==> src/rtl/shift_pkg.sv <==
// Shared definitions for the shift sequencer: op codes, FSM state encoding
// and the 32-bit bit-reversal helper used to turn right shifts into left shifts.
package shift_pkg;

   localparam int WIDTH   = 32;
   localparam int SHAMT_W = 5;

   localparam logic [1:0] OP_SLL  = 2'b00;
   localparam logic [1:0] OP_SRL  = 2'b01;
   localparam logic [1:0] OP_SRA  = 2'b10;
   localparam logic [1:0] OP_ROTL = 2'b11;

   typedef enum logic [1:0] {
      ST_IDLE = 2'd0,
      ST_P1   = 2'd1,
      ST_P2   = 2'd2,
      ST_DONE = 2'd3
   } state_e;

   function automatic logic [31:0] rev32(input logic [31:0] x);
      logic [31:0] r;
      for (int i = 0; i < 32; i++) begin
         r[i] = x[31-i];
      end
      return r;
   endfunction

endpackage

==> src/rtl/shift_sequencer.sv <==
// Sequences SLL/SRL/SRA/ROTL over an external left-only barrel shifter, using
// one pass for plain shifts and a second pass for SRA sign fill and ROTL wrap.
module shift_sequencer (
   input  logic        clk,
   input  logic        rst,
   input  logic        in_valid,
   output logic        in_ready,
   input  logic [1:0]  in_op,
   input  logic [31:0] in_data,
   input  logic [4:0]  in_amt,
   output logic        out_valid,
   input  logic        out_ready,
   output logic [31:0] out_result,
   output logic [31:0] sh_a,
   output logic [4:0]  sh_b,
   input  logic [31:0] sh_out
);
   import shift_pkg::*;

   state_e      state_q;
   logic [1:0]  op_q;
   logic [31:0] data_q;
   logic [4:0]  amt_q;
   logic [31:0] r1_q;
   logic [31:0] result_q;
   logic [31:0] sh_a_q;
   logic [4:0]  sh_b_q;
   logic        in_ready_q;
   logic        out_valid_q;

   logic [31:0] rev_out_d;
   logic [31:0] r1_d;
   logic        two_pass_d;
   logic [31:0] p2_res_d;
   logic [31:0] p1_a_d;
   logic [31:0] p2_a_d;
   logic [4:0]  p2_b_d;
   logic        in_rev_d;
   logic        q_rev_d;

   // Operand selection and result recombination around the shared shifter
   always_comb begin
      in_rev_d   = (in_op == OP_SRL) || (in_op == OP_SRA);
      q_rev_d    = (op_q == OP_SRL) || (op_q == OP_SRA);
      rev_out_d  = rev32(sh_out);
      r1_d       = q_rev_d ? rev_out_d : sh_out;
      two_pass_d = (amt_q != 5'd0) &&
                   (((op_q == OP_SRA) && data_q[31]) || (op_q == OP_ROTL));
      p1_a_d     = in_rev_d ? rev32(in_data) : in_data;
      // Second pass: SRA builds the sign mask, ROTL recovers the wrapped-out bits
      p2_a_d     = (op_q == OP_SRA) ? 32'hFFFF_FFFF : rev32(data_q);
      p2_b_d     = (op_q == OP_SRA) ? amt_q : (5'd0 - amt_q);
      p2_res_d   = (op_q == OP_SRA) ? (r1_q | ~rev_out_d) : (r1_q | rev_out_d);
   end

   // Sequencer FSM with registered handshake and shifter operand outputs
   always_ff @(posedge clk) begin
      if (rst) begin
         state_q     <= ST_IDLE;
         op_q        <= 2'b00;
         data_q      <= 32'd0;
         amt_q       <= 5'd0;
         r1_q        <= 32'd0;
         result_q    <= 32'd0;
         sh_a_q      <= 32'd0;
         sh_b_q      <= 5'd0;
         in_ready_q  <= 1'b1;
         out_valid_q <= 1'b0;
      end else begin
         case (state_q)
            ST_IDLE: begin
               if (in_valid) begin
                  op_q       <= in_op;
                  data_q     <= in_data;
                  amt_q      <= in_amt;
                  sh_a_q     <= p1_a_d;
                  sh_b_q     <= in_amt;
                  in_ready_q <= 1'b0;
                  state_q    <= ST_P1;
               end
            end
            ST_P1: begin
               r1_q <= r1_d;
               if (two_pass_d) begin
                  sh_a_q  <= p2_a_d;
                  sh_b_q  <= p2_b_d;
                  state_q <= ST_P2;
               end else begin
                  result_q    <= r1_d;
                  sh_a_q      <= 32'd0;
                  sh_b_q      <= 5'd0;
                  out_valid_q <= 1'b1;
                  state_q     <= ST_DONE;
               end
            end
            ST_P2: begin
               result_q    <= p2_res_d;
               sh_a_q      <= 32'd0;
               sh_b_q      <= 5'd0;
               out_valid_q <= 1'b1;
               state_q     <= ST_DONE;
            end
            ST_DONE: begin
               if (out_ready) begin
                  out_valid_q <= 1'b0;
                  in_ready_q  <= 1'b1;
                  state_q     <= ST_IDLE;
               end
            end
            default: begin
               state_q     <= ST_IDLE;
               sh_a_q      <= 32'd0;
               sh_b_q      <= 5'd0;
               in_ready_q  <= 1'b1;
               out_valid_q <= 1'b0;
            end
         endcase
      end
   end

   assign in_ready   = in_ready_q;
   assign out_valid  = out_valid_q;
   assign out_result = result_q;
   assign sh_a       = sh_a_q;
   assign sh_b       = sh_b_q;

endmodule

==> config.mk <==
export PLATFORM = sky130hd
export DESIGN_NAME = shift_sequencer
export DESIGN_NICKNAME = d
export VERILOG_FILES = /design/src/rtl/shift_pkg.sv /design/src/rtl/shift_sequencer.sv
export SDC_FILE = /design/constraint.sdc
export NUM_CORES = 1
export LEC_CHECK = 0
export CORE_ASPECT_RATIO = 1.25
export CORE_MARGIN = 1
export CORE_UTILIZATION = 40
export CTS_CLUSTER_SIZE = 8
export DETAILED_ROUTE_END_ITERATION = 12
export GPL_ROUTABILITY_DRIVEN = 0
export PLACE_DENSITY = 0.64
export SLEW_MARGIN = 0
export SYNTH_ARGS = -nofsm -noshare
export SYNTH_HDL_FRONTEND = slang
export SYNTH_SLANG_ARGS = --single-unit
==> constraint.sdc <==
create_clock -name clk -period 1.9 [get_ports clk]
set_input_delay 0.38 -clock clk [delete_from_list [all_inputs] [get_ports clk]]
set_output_delay 0.38 -clock clk [all_outputs]
set_load 0.01 [all_outputs]
==> results of run 1 <==
## cells in the mapped netlist (12+ instances only)
master,count,area [µm²]
dfxtp_1,144,2880
nand2_1,113,424
mux2i_1,65,651
clkbuf_1,62,233
nor2b_1,54,338
o22ai_1,44,275
a21oi_1,43,215
nand3_1,36,180
o211ai_1,35,263
nor2_1,33,124
nand4_1,32,200
o21ba_2,32,320
a211oi_1,21,158
a22o_1,20,175
xnor2_1,20,175
buf_2,15,75.1
mux2_2,15,169
nand2b_1,15,93.8
inv_1,12,45.0
xor2_1,12,105
## through the flow
step / worst slack, ns / setup TNS (ns) / cell area, µm²
after floorplan: -0.00295 / -0.0590 / 7520
after global placement: 0.0544 / 0 / 9420
after detailed placement: 0.0567 / 0 / 9420
after CTS: 0.0472 / 0 / 10000
after global routing: 0.000309 / 0 / 10200
final: 0.0835 / 0 / 10200
## cell families after synthesis
logic type	Yosys count	share of synthesized area [%]
AND/OR/NAND/NOR	293	19.1
AO/OA/AOI/OAI	219	20.9
flip-flops	144	38.3
buffers and inverters	96	5.19
multiplexers	80	10.9
XOR/XNOR	34	4.16
adder cells (fa/ha/maj)	9	1.50
## power by group
group	internal, mW	switching (mW)
clock	2.20	1.29
combinational	4.17	4.49
sequential	4.13	0.650
total	10.5	6.43
## sequential cells by signal, summed over array words and instances (netlist names), 2 cells and up
| register | flops |
|---|---|
| amt_q | 5 |
| data_q | 32 |
| op_q | 2 |
| out_result | 32 |
| r1_q | 32 |
| sh_a | 32 |
| sh_b | 5 |
| state_q | 2 |
## path summary, 6_finish.rpt
kind,start,slack [ns],cells after the start,end
setup reg to reg,amt_q[0]$_SDFFE_PP0P_,0.08,8,sh_b[3]$_SDFFE_PP0P_
setup / recovery,amt_q[0]$_SDFFE_PP0P_,0.08,8,sh_b[3]$_SDFFE_PP0P_
hold / removal,rst,0.28,2,r1_q[29]$_SDFFE_PP0P_
hold reg to reg,data_q[21]$_SDFFE_PP0P_,0.46,2,data_q[21]$_SDFFE_PP0P_
## layout make-up
cell class | instances | area, µm² | share of cell area (%)
flip-flops and latches | 144 | 2880 | 28.4
clock buffers | 23 | 488 | 4.80
repair buffers | 188 | 2020 | 19.8
well taps | 228 | 285 | 2.81
clock inverters | 9 | 130 | 1.28
multi-input cells | 635 | 4310 | 42.4
inverters | 13 | 48.8 | 0.480
## per-layer routing
| metal | up-vias | wire, µm | track usage [%] |
|---|---|---|---|
| met4 | 0 | 487 | 8.03 |
| met1 | 3254 | 9890 | 28.1 |
| li1 | 3371 | - | - |
| met3 | 34 | 1100 | 4.40 |
| met5 | - | 0 | 0 |
| met2 | 196 | 11200 | 39.8 |
## repair_timing
| item | in CTS | in global routing |
|---|---|---|
| buffers inserted | 0 | 1 |
| gates resized for setup | 0 | 11 |
| hold buffers | 0 | 0 |
| endpoints found under the setup margin | 0 | 67 |
==> impl_metrics.env, run 1 <==
export IMPL_overflow=0
export IMPL_instances_no_fill=1240
export IMPL_cts_buffers=17
export IMPL_rsz0062_at_grt="true"
export IMPL_cts_htree_levels=4
export IMPL_drt_iter0_markers=513
export IMPL_slowest_delay_ns=0.35
export IMPL_dp_cells=1203
export IMPL_fin_crit_sh_pct=95.6
export IMPL_insertion_delay_ns=0.43
export IMPL_syn_area_mm2=0.00752
export IMPL_synth_seq_area_share_pct=38.3
export IMPL_syn_nets=959
export IMPL_layout_common_cells="dfxtp_1, clkdlybuf4s50_1, nand2_1"
export IMPL_die_w_um=125
export IMPL_fp_dieArea_mm2=0.0194
export IMPL_crit_buf_inv=2
export IMPL_drv_slew=0
export IMPL_grt_pass1_vias=6534
export IMPL_synth_edf_count=0
export IMPL_critical_path_class="flop to flop"
export IMPL_tightest_slew_ns=0.687
export IMPL_cp_start_kind="flop"
export IMPL_layout_drive_gt1_share_pct=13.4
export IMPL_cp_arrival_ns=2.16
export IMPL_viasPerCell=5.53
export IMPL_io_pins=146
export IMPL_drt_pre_antenna_iters=5
export IMPL_setup_viol=0
export IMPL_nFillCells=1616
export IMPL_min_period_ns=1.82
export IMPL_power_density_mw_per_mm2=1670
export IMPL_synth_cell_types=46
export IMPL_synthCells=875
export IMPL_crit_fanout=10
export IMPL_avgSynthCellArea_um2=8.60
export IMPL_numPortBuffers=145
export IMPL_path_delay_family="simple AND/OR/NAND/NOR gates"
export IMPL_total_power_mw=16.9
export IMPL_crit_required_ns=2.24
export IMPL_async_reset_ff_share_pct=0
export IMPL_core_area_mm2=0.0182
export IMPL_maxCapViolCount=0
export IMPL_antenna_cells=0
export IMPL_p_leak_nw=3.84
export IMPL_rows=55
export IMPL_cts_tree="done"
export IMPL_worst_path_max_delay_cell="and3b_2"
export IMPL_grt_max_degree=72
export IMPL_fp_dieH_um=155
export IMPL_holdWs_ns=0.277
export IMPL_synthFlopType="dfxtp_1"
export IMPL_final_antenna_net_count=0
export IMPL_vias=6855
export IMPL_outcome="finished clean"
export IMPL_grt_usage_pct=22.9
export IMPL_synth_warnings=0
export IMPL_hold_viol=0
export IMPL_initial_core_util_pct=41.3
export IMPL_clkSinkCount=144
export IMPL_syn_to_final_growth_pct=35.1
export IMPL_grt_pass1_wl_um=35200
export IMPL_synth_seq_cells=144
export IMPL_drc=0
export IMPL_drt_total_wl_um=22600
export IMPL_postLayoutCoreUtil_pct=55.7
export IMPL_max_freq_mhz=551
export IMPL_path_cells="inv_1 -> ha_2 -> nor3b_2 -> ha_2 -> and3b_2 -> buf_12 -> nand2_1 -> o32ai_2"
export IMPL_dp_hpwl_um=14700
export IMPL_antenna_found_initial=0
export IMPL_irDropWorstVdd_mv=0.648
export IMPL_cts_root_buf="clkbuf_16"
export IMPL_clockBufferDepth=2
export IMPL_relSlewSlack_pct=54.2
export IMPL_nNetsFinal=1083
export IMPL_crit_top_cell="ha_2"
export IMPL_clk_pin_slew_ns=0.06
export IMPL_wl_per_cell_um=18.3
export IMPL_hp_class="primary input to flop"
export IMPL_cp_end_kind="flop"
export IMPL_skew_ns=0.00827
(Power assumes the default switching activity.)
==> run 2, diff against run 1 <==
--- a/constraint.sdc
+++ b/constraint.sdc
@@ -3,2 +3,2 @@
 set_output_delay 0.38 -clock clk [all_outputs]
-set_load 0.01 [all_outputs]
+set_load 0.05 [all_outputs]
==> run 2 against run 1 <==
- highest routed layer unchanged
- largest cell class unchanged
- sequential share of layout area is 0.16 points higher
- clock skew is 0.0014 ns lower
- first-iteration DRC count is 2.3% higher
- final cell count is 0.16% higher
- combinational power is 19% higher
- non-clock buffer count is 2 higher
- critical path type unchanged
==> impl_metrics.env, run 2 (synthesized netlist as in run 1, its figures left out) <==
export IMPL_syn_to_final_growth_pct=34.4
export IMPL_top_usage_layer="met2"
export IMPL_cp_end_kind="flop"
export IMPL_path_cells="inv_1 -> ha_2 -> nor3b_2 -> ha_2 -> and3b_2 -> clkbuf_16 -> nand4_1 -> o211ai_1"
export IMPL_crit_required_ns=2.25
export IMPL_grt_max_degree=75
export IMPL_worstSetupStartpoint="amt_q[1]$_SDFFE_PP0P_"
export IMPL_drt_total_wl_um=23100
export IMPL_hold_start="rst"
export IMPL_p_leak_nw=4.09
export IMPL_io_pins=146
export IMPL_postLayoutSetupSlackWorst_ns=0.0471
export IMPL_irDropWorstVdd_mv=0.889
export IMPL_clk_pin_slew_ns=0.06
export IMPL_worst_path_max_delay_cell="and3b_2"
export IMPL_dp_cells=1203
export IMPL_holdBufCountCts=0
export IMPL_final_common_cell="dfxtp_1"
export IMPL_multi_input_area_mm2=0.00432
export IMPL_cp_arrival_ns=2.20
export IMPL_power_density_mw_per_mm2=1860
export IMPL_crit_top_cell="ha_2"
export IMPL_grt_pass1_wl_um=35700
export IMPL_crit_fanout=18
export IMPL_max_freq_mhz=540
export IMPL_rsz0062_at_grt="false"
export IMPL_drc=0
export IMPL_clockBufferDepth=2
export IMPL_gr_usage_met3_pct=5.09
export IMPL_antenna_found_initial=0
export IMPL_die_w_um=125
export IMPL_min_period_ns=1.85
export IMPL_critical_path_class="flop to flop"
export IMPL_nFillCells=1676
export IMPL_relSlewSlack_pct=53.6
export IMPL_rows=55
export IMPL_fp_dieH_um=155
export IMPL_path_delay_family="simple AND/OR/NAND/NOR gates"
export IMPL_p_sw_share_pct=44.8
export IMPL_drv_slew=0
export IMPL_use_met2_pct=38.8
export IMPL_hp_class="primary input to flop"
export IMPL_tightest_slew_ns=0.696
export IMPL_grt_usage_pct=23.3
export IMPL_cts_htree_levels=4
export IMPL_grt_pass1_vias=6660
export IMPL_r2r_start="amt_q[1]$_SDFFE_PP0P_"
export IMPL_pwr_share_clk_pct=19.8
export IMPL_p_comb_share_pct=54.8
export IMPL_dp_hpwl_um=14800
export IMPL_insertion_delay_ns=0.42
export IMPL_cts_tree="done"
export IMPL_outcome="finished clean"
export IMPL_setup_viol=0
export IMPL_layout_area_seq_mm2=0.00289
export IMPL_vias=6911
export IMPL_fp_dieArea_mm2=0.0194
export IMPL_antenna_cells=0
export IMPL_instances_no_fill=1242
export IMPL_p_int_mw=10.4
export IMPL_numPortBuffers=145
export IMPL_hold_viol=0
export IMPL_seqPwrFrac_pct=25.3
export IMPL_p_switching_mw=8.44
export IMPL_wl_per_cell_um=18.6
export IMPL_initial_core_util_pct=41.3
export IMPL_fin_crit_sh_pct=97.5
export IMPL_final_antenna_net_count=0
export IMPL_viasPerCell=5.56
export IMPL_cp_start_kind="flop"
export IMPL_drt_iter0_markers=525
export IMPL_clkSinkCount=144
export IMPL_maxCapViolCount=0
export IMPL_overflow=0
export IMPL_cts_buffers=17
export IMPL_crit_buf_inv=2
export IMPL_nNetsFinal=1085
export IMPL_core_area_mm2=0.0182
export IMPL_cts_root_buf="clkbuf_16"
export IMPL_layout_common_cells="dfxtp_1, nand2_1, clkdlybuf4s50_1"
export IMPL_layout_drive_gt1_share_pct=17.3
export IMPL_drt_pre_antenna_iters=5
export IMPL_grtUsageMet1_pct=28.5
export IMPL_skew_ns=0.00687
export IMPL_dp_slack_ns=-0.0348
export IMPL_slowest_delay_ns=0.40
-- run 2: cell types whose count changed in the layout (fill, tap and decap cells not counted), sizes merged --
cell / delta
dlygate4sd2: +36
buf: +36
clkinv: -1
clkdlybuf4s50: -71
bufinv: +2
-- run 2: timing repair --
| item | CTS | global route |
|---|---|---|
| endpoints found under the setup margin | 36 | 39 |
| cloned | 0 | 5 |
| pin swaps | 0 | 4 |
| gates resized for setup | 36 | 15 |
| setup buffers | 0 | 2 |
-- run 2: through the flow --
stage | power (mW) | utilization (%) | setup TNS [ns] | hold slack, ns | area [µm²]
6_report | 18.8 | 55.5 | 0 | 0.259 | 10100
5_1_grt | 19.9 | 55.5 | 0 | 0.254 | 10100
4_1_cts | 18.5 | 54.5 | 0 | 0.243 | 9940
3_5_place_dp | 15.0 | 51.2 | -0.0348 | 0.447 | 9330
3_3_place_gp | 14.9 | 51.2 | -0.0428 | 0.444 | 9330
2_1_floorplan | 11.6 | - | -0.0590 | 0.437 | 7520
-- run 2: final timing paths --
kind | end | slack, ns | depth (start not counted)
hold / removal | r1_q[30]$_SDFFE_PP0P_ | 0.26 | 2
setup / recovery | sh_a[10]$_SDFFE_PP0P_ | 0.05 | 8
hold reg to reg | data_q[20]$_SDFFE_PP0P_ | 0.45 | 2
setup reg to reg | sh_a[10]$_SDFFE_PP0P_ | 0.05 | 8
-- run 2: cell type report --
cell class,count,share of cell area [%]
Clock buffer,22,4.69
Clock inverter,10,1.79
Multi-Input combinational cell,635,42.7
Tap cell,228,2.82
Sequential cell,144,28.5
Inverter,13,0.482
Timing Repair Buffer,190,18.9
-- run 2: per-layer routing --
metal	up-vias	share of wire [%]
li1	3375	-
met1	3264	43
met2	225	49
met3	47	5.1
met4	0	3.5
met5	-	0
-- run 2: power groups by stage --
stage	Clock, mW	Sequential (mW)	Combinational [mW]
finish	3.73	4.77	10.3
global route	3.93	4.92	11.0
global placement	0	4.82	10.1
CTS	3.78	4.77	9.99
detailed placement	0	4.83	10.2
floorplan	0	6.92	4.68
==> run 3, diff against run 2 <==
- PLACE_DENSITY: 0.64 -> 0.75
==> run 3 against run 2 <==
- sequential share of layout area up 0.58 points
- design area fell by 2.1%
- routed wire length shrank 6.2%
- die area unchanged
- core utilization is 1.2 points lower
- fmax up 0.20%
- clock power decreased by 13%
- total power down 3.9%
==> impl_metrics.env, run 3 (synthesized netlist as in run 1, its figures left out) <==
export IMPL_drc=0
export IMPL_cts_root_buf="clkbuf_16"
export IMPL_grt_pass1_wl_um=34800
export IMPL_worst_path_max_delay_cell="dfxtp_1"
export IMPL_hold_viol=0
export IMPL_cp_start_kind="flop"
export IMPL_dp_slack_ns=0.0242
export IMPL_crit_fanout=32
export IMPL_crit_required_ns=2.21
export IMPL_die_w_um=125
export IMPL_layout_area_seq_mm2=0.00288
export IMPL_wl_per_cell_um=17.6
export IMPL_path_depth=8
export IMPL_overflow=0
export IMPL_syn_to_final_growth_pct=31.6
export IMPL_drv_slew=0
export IMPL_hp_class="primary input to flop"
export IMPL_initial_core_util_pct=41.3
export IMPL_path_cells="inv_1 -> ha_1 -> nor3b_2 -> ha_2 -> nand2b_1 -> o211ai_1 -> buf_12 -> o22ai_1"
export IMPL_min_period_ns=1.85
export IMPL_outcome="finished clean"
export IMPL_antenna_found_initial=1
export IMPL_reg2regPathDepth=8
export IMPL_postLayoutSetupSlackWorst_ns=0.0509
export IMPL_clockBufferDepth=2
export IMPL_layout_common_cells="dfxtp_1, nand2_1, clkdlybuf4s50_1"
export IMPL_instances_no_fill=1235
export IMPL_nNetsFinal=1077
export IMPL_holdBufCountCts=0
export IMPL_path_delay_family="adder cells"
export IMPL_skew_ns=0.00697
export IMPL_max_freq_mhz=541
export IMPL_multi_input_area_mm2=0.00430
export IMPL_grt_pass1_vias=6528
export IMPL_viasPerCell=5.62
export IMPL_critical_path_class="flop to flop"
export IMPL_cts_tree="done"
export IMPL_cts_htree_levels=4
export IMPL_clk_pin_slew_ns=0.06
export IMPL_maxCapViolCount=0
export IMPL_nFillCells=1656
export IMPL_grt_usage_pct=22.6
export IMPL_relSlewSlack_pct=53.6
export IMPL_setup_viol=0
export IMPL_drt_total_wl_um=21700
export IMPL_fp_dieH_um=155
export IMPL_p_leak_nw=3.97
export IMPL_drt_iter0_markers=478
export IMPL_insertion_delay_ns=0.43
export IMPL_fp_dieArea_mm2=0.0194
export IMPL_crit_buf_inv=2
export IMPL_core_area_mm2=0.0182
export IMPL_cp_end_kind="flop"
export IMPL_holdWs_ns=0.405
export IMPL_cp_arrival_ns=2.16
export IMPL_drt_pre_antenna_iters=5
export IMPL_final_common_cell="dfxtp_1"
export IMPL_slowest_delay_ns=0.32
export IMPL_fin_crit_sh_pct=97.3
export IMPL_hold_depth=3
export IMPL_irDropWorstVdd_mv=1.15
export IMPL_dp_cells=1201
export IMPL_rows=55
export IMPL_cts_buffers=17
export IMPL_power_density_mw_per_mm2=1830
export IMPL_layout_drive_gt1_share_pct=16.6
export IMPL_grt_max_degree=56
export IMPL_final_antenna_net_count=0
export IMPL_tightest_slew_ns=0.696
export IMPL_numPortBuffers=145
export IMPL_dp_hpwl_um=14500
export IMPL_vias=6944
export IMPL_rsz0062_at_grt="true"
export IMPL_io_pins=146
export IMPL_clkSinkCount=144
[run 3: changes by cell type in the layout (fill, tap and decap cells not counted), sizes merged]
cell and change:
diode +1, clkinvlp +2, clkinv +2, clkbuf -7
bufinv -4, dlygate4sd2 -3, buf -1, inv +3
[run 3: final cells by class]
class,instances,area share [%]
Timing Repair Buffer,182,18.3
Antenna cell,1,0.0253
Tap cell,228,2.88
Multi-Input combinational cell,635,43.4
Inverter,13,0.493
Clock inverter,13,1.33
Clock buffer,19,4.47
Sequential cell,144,29.1
[run 3: through the flow]
stage	setup TNS [ns]	area (µm²)	power, mW	utilization (%)
detailed placement	0	9350	15.0	51.3
floorplan	-0.0590	7520	11.6	-
global route	-0.0223	9900	19.1	54.3
finish	0	9900	18.1	54.3
global placement	0	9350	14.9	51.3
CTS	0	9880	18.1	54.2
[run 3: worst min-delay path, cell delays in order]
cell and delay [ns]:
buf_2 0.13, inv_2 0.15, o21ai_0 0.12
[run 3: metal layers]
layer  GRT usage, %  routed length [µm]  vias up  part of all wire (%)
met5              0                   0        -                     0
met2           37.5               10400      227                    48
li1               -                   -     3360                     -
met1           28.5                9410     3316                    43
met4           11.8                 790        0                   3.6
met3           3.34                1070       41                   4.9
[run 3: final timing paths]
| kind | start | slack [ns] | to |
|---|---|---|---|
| setup / recovery | amt_q[0]$_SDFFE_PP0P_ | 0.05 | out_result[6]$_SDFFE_PP0P_ |
| hold / removal | rst | 0.40 | in_ready$_SDFFE_PP1P_ |
| setup reg to reg | amt_q[0]$_SDFFE_PP0P_ | 0.05 | out_result[6]$_SDFFE_PP0P_ |
| hold reg to reg | data_q[14]$_SDFFE_PP0P_ | 0.45 | data_q[14]$_SDFFE_PP0P_ |
[run 3: timing repair]
action | CTS | global route
pin swaps | 0 | 1
gates resized for setup | 33 | 5
buffers inserted | 0 | 1
endpoints found under the setup margin | 33 | 72
[run 3: power breakdown]
part / internal (mW) / switching, mW / total, mW
sequential: 4.13 / 0.635 / 4.76
combinational: 3.71 / 6.37 / 10.1
clock: 1.86 / 1.39 / 3.25
